<file path="src/rtl/alu_pkg.sv">
// Shared constants, opcode field positions, flag bit positions and FSM encoding
// for the shared-ALU arbiter.
package alu_pkg;

    localparam int         DATA_WIDTH  = 16;
    localparam logic [3:0] ALU_NIBBLE  = 4'h1;

    // Opcode fields: class select and operation.
    localparam int SEL_HI = 15;
    localparam int SEL_LO = 12;
    localparam int OP_HI  = 11;
    localparam int OP_LO  = 8;

    // Flag bit positions inside the {O,N,C,Z} nibble.
    localparam int FLAG_Z = 0;
    localparam int FLAG_C = 1;
    localparam int FLAG_N = 2;
    localparam int FLAG_O = 3;

    // Flags come out of reset with only Z set.
    localparam logic [3:0] FLAGS_RESET = 4'b0001;

    typedef enum logic [1:0] {
        ST_IDLE = 2'd0,
        ST_EXEC = 2'd1,
        ST_RESP = 2'd2
    } state_e;

    // Class-select field of an opcode.
    function automatic logic [3:0] alu_select(input logic [DATA_WIDTH-1:0] opcode);
        return opcode[SEL_HI:SEL_LO];
    endfunction

endpackage

</file>
<file path="src/rtl/rr_arbiter.sv">
// Round-robin picker: the first requester at or after the pointer wins,
// wrapping modulo NUM_REQ. The pointer moves past the served requester only
// when the owner of a transaction finishes.
module rr_arbiter #(
    parameter  int NUM_REQ = 4,
    localparam int IDX_W   = (NUM_REQ > 1) ? $clog2(NUM_REQ) : 1
) (
    input  logic               clk,
    input  logic               reset,
    input  logic [NUM_REQ-1:0] req,
    input  logic               adv,
    input  logic [IDX_W-1:0]   adv_idx,
    output logic [NUM_REQ-1:0] grant,
    output logic [IDX_W-1:0]   grant_idx,
    output logic               grant_valid
);

    logic [IDX_W-1:0] ptr_q, ptr_d;
    logic [IDX_W-1:0] scan_idx;

    // Next pointer: one past the requester whose transaction just completed.
    always_comb begin
        // NOTE: every signal driven here gets a value before any branch, so no latch can be inferred.
        ptr_d = ptr_q;
        if (adv) begin
            ptr_d = (adv_idx == IDX_W'(NUM_REQ - 1)) ? '0 : adv_idx + IDX_W'(1);
        end
    end

    // Scan from the farthest offset back to offset 0 so the nearest valid requester wins.
    always_comb begin
        grant       = '0;
        grant_idx   = '0;
        grant_valid = 1'b0;
        scan_idx    = '0;
        for (int i = NUM_REQ - 1; i >= 0; i--) begin
            scan_idx = IDX_W'((int'(ptr_q) + i) % NUM_REQ);
            if (req[scan_idx]) begin
                grant_valid = 1'b1;
                grant_idx   = scan_idx;
            end
        end
        if (grant_valid) begin
            grant[grant_idx] = 1'b1;
        end
    end

    // Pointer register.
    always_ff @(posedge clk) begin
        // NOTE: clocked state uses non-blocking assignments so every flop samples pre-edge values.
        if (reset) begin
            ptr_q <= '0;
        end else begin
            ptr_q <= ptr_d;
        end
    end

endmodule

</file>
<file path="src/rtl/alu_share_arbiter.sv">
// Shares one combinational ALU among NUM_REQ requesters. A round-robin grant
// latches one request, the ALU result is captured in EXEC, and the response
// is held for the owner in RESP until it accepts. The block also owns the
// architectural flags register, which only ALU-class opcodes update.
module alu_share_arbiter
    import alu_pkg::*;
#(
    parameter int         NUM_REQ    = 4,
    parameter int         DATA_WIDTH = alu_pkg::DATA_WIDTH,
    parameter logic [3:0] ALU_NIBBLE = alu_pkg::ALU_NIBBLE
) (
    input  logic                          clk,
    input  logic                          reset,
    input  logic [NUM_REQ-1:0]            req_valid,
    output logic [NUM_REQ-1:0]            req_ready,
    input  logic [NUM_REQ*DATA_WIDTH-1:0] req_opcode,
    input  logic [NUM_REQ*DATA_WIDTH-1:0] req_a,
    input  logic [NUM_REQ*DATA_WIDTH-1:0] req_b,
    output logic [NUM_REQ-1:0]            rsp_valid,
    input  logic [NUM_REQ-1:0]            rsp_ready,
    output logic [DATA_WIDTH-1:0]         rsp_data,
    output logic [3:0]                    rsp_flags,
    output logic [DATA_WIDTH-1:0]         alu_opcode,
    output logic [DATA_WIDTH-1:0]         alu_a,
    output logic [DATA_WIDTH-1:0]         alu_b,
    input  logic [DATA_WIDTH-1:0]         alu_c,
    input  logic [3:0]                    alu_flags,
    output logic                          busy
);

    localparam int IDX_W = (NUM_REQ > 1) ? $clog2(NUM_REQ) : 1;

    state_e                state_q, state_d;
    logic [IDX_W-1:0]      owner_q, owner_d;
    logic [DATA_WIDTH-1:0] opcode_q, opcode_d;
    logic [DATA_WIDTH-1:0] a_q, a_d;
    logic [DATA_WIDTH-1:0] b_q, b_d;
    logic [DATA_WIDTH-1:0] rsp_data_q, rsp_data_d;
    logic [3:0]            flags_q, flags_d;
    logic [NUM_REQ-1:0]    rsp_valid_q, rsp_valid_d;

    logic [NUM_REQ-1:0]    grant;
    logic [IDX_W-1:0]      grant_idx;
    logic                  grant_valid;
    logic                  adv;

    rr_arbiter #(
        .NUM_REQ (NUM_REQ)
    ) u_rr_arbiter (
        .clk         (clk),
        .reset       (reset),
        .req         (req_valid),
        .adv         (adv),
        .adv_idx     (owner_q),
        .grant       (grant),
        .grant_idx   (grant_idx),
        .grant_valid (grant_valid)
    );

    // FSM next state, operand/result latches, flags register and response valid.
    always_comb begin
        state_d     = state_q;
        owner_d     = owner_q;
        opcode_d    = opcode_q;
        a_d         = a_q;
        b_d         = b_q;
        rsp_data_d  = rsp_data_q;
        flags_d     = flags_q;
        rsp_valid_d = rsp_valid_q;
        adv         = 1'b0;
        case (state_q)
            ST_IDLE: begin
                if (grant_valid) begin
                    owner_d  = grant_idx;
                    opcode_d = req_opcode[int'(grant_idx)*DATA_WIDTH +: DATA_WIDTH];
                    a_d      = req_a[int'(grant_idx)*DATA_WIDTH +: DATA_WIDTH];
                    b_d      = req_b[int'(grant_idx)*DATA_WIDTH +: DATA_WIDTH];
                    state_d  = ST_EXEC;
                end
            end
            ST_EXEC: begin
                rsp_data_d = alu_c;
                if (alu_select(opcode_q) == ALU_NIBBLE) begin
                    flags_d = alu_flags;
                end
                rsp_valid_d          = '0;
                rsp_valid_d[owner_q] = 1'b1;
                state_d              = ST_RESP;
            end
            ST_RESP: begin
                // Only the owner's accept counts; other rsp_ready bits are ignored.
                if (rsp_ready[owner_q]) begin
                    rsp_valid_d = '0;
                    adv         = 1'b1;
                    state_d     = ST_IDLE;
                end
            end
            default: begin
                state_d = ST_IDLE;
            end
        endcase
    end

    // The ALU sees the latched operation only during EXEC and a non-ALU opcode otherwise.
    always_comb begin
        alu_opcode = '0;
        alu_a      = '0;
        alu_b      = '0;
        if (state_q == ST_EXEC) begin
            alu_opcode = opcode_q;
            alu_a      = a_q;
            alu_b      = b_q;
        end
    end

    // The accept pulse is the IDLE-cycle grant itself, so the requester sees it
    // in the cycle its operands are latched; no grant while a response is pending.
    assign req_ready = (state_q == ST_IDLE) ? grant : '0;
    assign busy      = (state_q != ST_IDLE);
    assign rsp_valid = rsp_valid_q;
    assign rsp_data  = rsp_data_q;
    assign rsp_flags = flags_q;

    // State and datapath registers; reset drops any in-flight transaction.
    always_ff @(posedge clk) begin
        if (reset) begin
            state_q     <= ST_IDLE;
            owner_q     <= '0;
            opcode_q    <= '0;
            a_q         <= '0;
            b_q         <= '0;
            rsp_data_q  <= '0;
            flags_q     <= FLAGS_RESET;
            rsp_valid_q <= '0;
        end else begin
            state_q     <= state_d;
            owner_q     <= owner_d;
            opcode_q    <= opcode_d;
            a_q         <= a_d;
            b_q         <= b_d;
            rsp_data_q  <= rsp_data_d;
            flags_q     <= flags_d;
            rsp_valid_q <= rsp_valid_d;
        end
    end

endmodule

</file>
<file path="config.mk">
export PLATFORM = sky130hd
export DESIGN_NAME = alu_share_arbiter
export DESIGN_NICKNAME = d
export VERILOG_FILES = /design/src/rtl/alu_pkg.sv /design/src/rtl/rr_arbiter.sv /design/src/rtl/alu_share_arbiter.sv
export SDC_FILE = /design/constraint.sdc
export NUM_CORES = 1
export LEC_CHECK = 0
export CAP_MARGIN = 40
export CORE_UTILIZATION = 37
export CTS_BUF_LIST = sky130_fd_sc_hd__clkbuf_16
export CTS_CLUSTER_SIZE = 12
export DETAILED_ROUTE_END_ITERATION = 10
export PLACE_DENSITY = 0.81
export SKIP_CTS_REPAIR_TIMING = 1
export SYNTH_ARGS = -nofsm -noshare
export SYNTH_HDL_FRONTEND = slang
export SYNTH_SLANG_ARGS = --single-unit
</file>
<file path="constraint.sdc">
create_clock -name clk -period 2.7 [get_ports clk]
set_clock_uncertainty 0.15 [all_clocks]
set_input_delay 0.54 -clock clk [delete_from_list [all_inputs] [get_ports clk]]
set_output_delay 0.54 -clock clk [all_outputs]
set_load 0.01 [all_outputs]
</file>
Word level (Yosys, flattened, before mapping) --
Index checks and enable logic that the tools add are counted.
Storage, ports and cells: logic and storage cells 74, output and inout port bits 77, bits in registers 78, input bits 222
Operators by class: $lt $le $gt $ge 8, multiplexer cells 35, reductions and logical operators 9, equal/unequal tests 6, add/subtract/negate cells 4, shift operators 3
Operator list (count):
- 64-bit by 7-bit variable part select with 16-bit output | 3
- 16-bit 2-to-1 mux | 3
- 2-bit by 3-bit less-than comparator with 1-bit output (second input constant) | 6
- 2-bit 2-to-1 mux | 7
- 1-bit 2-to-1 mux | 13
- 4-bit 2-to-1 mux | 3
- 1-bit binary-select mux with 2-bit select | 5
- 4-bit case mux with 2 select lines | 1
- 2-bit AND reduction | 4
- 2-bit case mux with 3 select lines | 1
- 2-bit by 1-bit adder with 2-bit output (second input constant) | 2
- 2-bit adder (second input constant) | 2
- 1-bit demux with 2-bit select | 2
- 2-bit equality test (second input constant) | 2
- 4-bit by 1-bit equality test with 1-bit output (second input constant) | 1
- 2-bit by 1-bit >= comparator with 1-bit output (second input constant) | 2
- 2-bit inequality test (second input constant) | 2
- 2-bit nonzero test | 2
- 2-bit by 1-bit equality test with 1-bit output (second input constant) | 1
- 1-bit logical AND | 2
- 2-bit zero test | 1

Depth between registers and ports, before layout --
depth after elaboration 13, mapped depth 9, mapped depth without buffers 6

Modules after synthesis --
From an unflattened synthesis, not the netlist that was laid out.
Unflattened totals: cells, all modules 384, area, all modules 4272.8 µm²
By module, submodules not included:
- alu_share_arbiter | seq. area each 1521.5 µm², times used 1, cells an instance 343, area each 3981.3 µm²
- rr_arbiter | seq. area each 40.0 µm², times used 1, cells an instance 41, area each 291.5 µm²

Worst setup path before layout --
No wires, ideal clock.
path kind input to output, from input port req_valid[2], to output port req_ready[2], cell stages on the path 6, arrival 1.699 ns, slack 0.311 ns, path buffers 2, data required time 2.010 ns, path through nor2b_1 a221oi_1 or2_1 buf_2 clkbuf_1 nor3_1
On the way: cells in the longest elaborated chain, start to end 12, elaborated cells on any way between the ends 23, classes of those cells 2 x order compare; 20 x mux; 1 x reduce/logical
Ends and longest elaborated chain:
- from (decl) | line alu_share_arbiter.sv:14 | input logic [NUM_REQ-1:0] req_valid,
- 1-bit binary-select mux with 2-bit select | line rr_arbiter.sv:38 | if (req[scan_idx]) begin
- 1-bit 2-to-1 mux (implied by the code) | line rr_arbiter.sv:38
- 2-bit 2-to-1 mux (4 in a row) | line rr_arbiter.sv:38
- 2-bit by 3-bit less-than comparator with 1-bit output (implied by the code) / 2-bit by 1-bit >= comparator with 1-bit output (equally long branches) | line rr_arbiter.sv:44 | grant[grant_idx] = 1'b1;
- 1-bit logical AND (implied by the code) | line rr_arbiter.sv:44
- 1-bit 2-to-1 mux (implied by the code) | line rr_arbiter.sv:44
- 1-bit demux with 2-bit select
- 4-bit 2-to-1 mux * | line rr_arbiter.sv:43 | if (grant_valid) begin
- 4-bit 2-to-1 mux * | line alu_share_arbiter.sv:118 | assign req_ready = (state_q == ST_IDLE) ? grant : '0;
- to (decl) | line alu_share_arbiter.sv:15 | output logic [NUM_REQ-1:0] req_ready,
Every way passes the cells marked *; elsewhere a longest branch is shown, timed or not. The select of a mux whose other input is x is not followed.

Worst setup path in the final report --
from input port req_valid[2], to output port req_ready[0]
Same word-level chain as after synthesis.

==> results.cfg <==
[global_route]
overflow = 0
grt_start_max_net_pins = 50
antenna_found_initial = 0
grt_first_pass_wirelength_um = 27600
grt_pass1_vias = 5771
grt.total_usage = 0.2690

[sta]
hold_viol_final = 0
finalCritPeriodShare = 1.008
post-route-worst-setup-slack_ps = -20.85
period_needed_ps = 2721
tightest_slew_ps = 795.3
rsz0062_at_grt = true
slew_violations = 0
relSlewSlack = 0.4698
max_freq_mhz = 367.5
setup_violations = 1

[logic_synthesis]
ys_ff_latch = 78
synthCells = 595
synth_top_area_share = 0.3296
syn-cell-area_sq_um = 4737
synthSimpleGateAreaFrac = 0.2250
synth.yosys.seq_area_share = 0.3296
synth.area.mux_share = 0.1167
yosysTopAreaCell = dfxtp_1
synth_compound_area_frac = 0.2528
synth_fa_ha_area_frac = 0.01057
syn_avg_cell_area_sq_um = 7.961
netlist_top_cells_area = dfxtp_1 (33%), mux2i_1 (11%), a211o_1 (9.1%), o211ai_1 (7.6%), nand2_1 (6.9%)
synth-xor-area-share = 0
synth_top_family_by_area = compound AO/OA/AOI/OAI gates
yosysWarningCount = 0
syn_nets = 821
synth.distinct_cells = 33

[finish]
final_nets = 1097
register_area_sq_um = 1562
area_growth_pct = 75.28
final_cells = 1043
nFillCells = 956
drive_above_1_share = 0.07657
diodes = 0
multi_input_area_sq_um = 2954

[setup_path]
cp_slowest_cell = clkdlybuf4s50_1
worst_setup_path_end_kind = output port
worstPathArrival_ps = 2030
cp_num_buf_inv = 4
timing.rr.start = u_rr_arbiter.ptr_q[1]
worstRegToRegCells = 6
critPathLaunchType = input pin
crit_path_max_fanout = 3
slowest_delay_ps = 420
cpLargestDelayFamily = buffers and inverters
path_cells = clkdlybuf4s50_1 > buf_4 > a221oi_4 > buf_4 > nor2_1 > nor3_1 > buf_2
critPathRequiredTime_ps = 2010
cp_common_cell = buf_4
crit_type = in -> out
r2r_end = a_q[11]
ff2ff_setup_slack_ps = 300

[floorplan]
dieArea_sq_um = 13260
io_pins = 299
num_rows = 40
fp.dieW_um = 115.2
die_y_um = 115.2
start_util = 0.3863
fp.coreArea_sq_um = 12260

[cts]
clkSinkCount = 78
htree_levels = 3
clk_pin_slew_ps = 60
cts_buffers = 9
clk_latency_ps = 340
ctsRootBufferMaster = clkbuf_16
cts.path.max_buffers = 2
cts_tree = done

[power]
power_leakage_nw = 3.147
vdd_ir_drop_max_uv = 255.2
power_density_nw_per_um2 = 463.6
totalPowerFinal_mw = 3.850

[placement]
numPortBuffers = 298
hpwl_um = 13260
dp_cells = 1027
place_congestion = 0.8310

[hold_path]
worstHoldPathType = reg -> reg
whs_path_depth = 2
min_to = rsp_data[15]
hold_path_startpoint = rsp_data[15]

[route]
drc_errors = 0
drtAntennaViolNets = 0
drtIter0Drc = 351
drt_wl_total_um = 18730
first_pass_iters = 6
wl_per_cell_um = 17.96
vias = 5761
vias_per_cell = 5.523

[outcome]
violations = setup timing
outcome = finished with violations

[run]
maxCapViolCount = 0
how the worst max path moves through the flow:
stage                 start           end  slack [ps]  cells past startpoint
2_1_floorplan  req_valid[2]  req_ready[2]         310                      6
3_3_place_gp   req_valid[2]  req_ready[3]        -490                      6
3_5_place_dp   req_valid[0]  req_ready[1]        -490                      7
4_1_cts        req_valid[0]  req_ready[1]        -500                      7
5_1_grt        req_valid[2]  req_ready[0]         -50                      8
6_report       req_valid[2]  req_ready[0]         -20                      7
cell usage after synthesis:
cell type and n:
nand2_2 1, nand2b_1 3, buf_6 4, nand2_4 1, nor3_1 8, a211o_1 49
clkbuf_1 32, nor2b_1 3, o21ai_0 48, nand3b_1 1, nor2_1 10, buf_2 19
a21oi_1 26, inv_1 5, buf_1 1, mux4_2 1, a21boi_1 1, nand3_1 52
a221oi_1 1, inv_2 1, ha_1 4, dfxtp_1 78, nand2_1 87, o22ai_2 1
mux2i_1 53, or2_1 2, or3b_2 1, o22a_1 1, and3_1 1, buf_4 3
and2_1 48, o211ai_1 48, or4_4 1
metal layers:
metal	track usage	up-vias	wire length (um)	part of all wire
met2	0.4896	299	9375	0.50
met3	0.06695	53	1594	0.085
li1	-	2690	-	-
met4	0.1333	0	661	0.035
met1	0.2895	2719	7098	0.38
met5	0	-	0	0
worst register-to-register path, delay by kind of cell (launching register included):
family | cells | cell delay [ps]
AOI/OAI and AO/OA | 3 | 610
muxes | 1 | 310
and+or+nand+nor | 1 | 180
buffers and inverters | 1 | 500
DFF | 1 | 570
flip-flops by register name, indices dropped and copies added (netlist names):
| name | cells |
|---|---|
| u_rr_arbiter.ptr_q | 2 |
| rsp_valid | 4 |
| rsp_data | 16 |
| opcode_q | 16 |
| a_q | 16 |
| b_q | 16 |
| owner_q | 2 |
| rsp_flags | 4 |
| state_q | 2 |
report_power, final:
group / switching (mW) / total, mW / internal [mW]
combinational: 0.544 / 1.20 / 0.658
clock: 0.497 / 1.30 / 0.803
sequential: 0.0690 / 1.35 / 1.28
total: 1.11 / 3.85 / 2.74
final cells by class:
class | count | share of cell area
repair buffers | 324 | 0.3904
well taps | 168 | 0.02532
inverters | 6 | 0.002712
flip-flops and latches | 78 | 0.1881
clock buffers | 9 | 0.02712
clock inverters | 6 | 0.01055
multi-input cells | 452 | 0.3558
kinds of logic (layout without fill, tap and decap cells):
group | count (synthesis) | count (layout)
AO/OA/AOI/OAI | 175 | 175
adder cells (fa/ha/maj) | 4 | 4
buffers and inverters | 65 | 345
flip-flops | 78 | 78
multiplexers | 54 | 54
AND/OR/NAND/NOR | 219 | 219
per-stage QoR:
stage	util	setup TNS [ps]	instance area, sq um	worst slack (ps)	hold WS (ps)
2_1_floorplan	-	0	4737	311.0	284.3
3_3_place_gp	0.6474	-10060	7939	-487.4	291.5
3_5_place_dp	0.6474	-13420	7939	-492.7	300.9
4_1_cts	0.6730	-1962	8252	-501.3	311.4
5_1_grt	0.6771	-117.6	8303	-47.22	326.6
6_report	0.6771	-20.85	8303	-20.85	309.1
layout by cell type (no fill, tap or decap), drive strengths merged:
cell,synthesis,layout
o22a,1,1
and2,48,48
nand2b,3,3
clkdlybuf4s50,0,293
nand2,89,89
clkinvlp,0,3
o21ai,48,48
a21boi,1,1
clkinv,0,1
a21oi,26,26
nor2,10,10
clkbuf,32,11
nor2b,3,3
and3,1,1
dlymetal6s2s,0,1
or2,2,2
o211ai,48,48
a221oi,1,1
nor3,8,8
dfxtp,78,78
mux4,1,1
or4,1,1
bufinv,0,2
o22ai,1,1
a211o,49,49
buf,27,28
ha,4,4
nand3,52,52
mux2i,53,53
or3b,1,1
inv,6,6
nand3b,1,1
No activity file was read; power rests on OpenSTA's default activity.
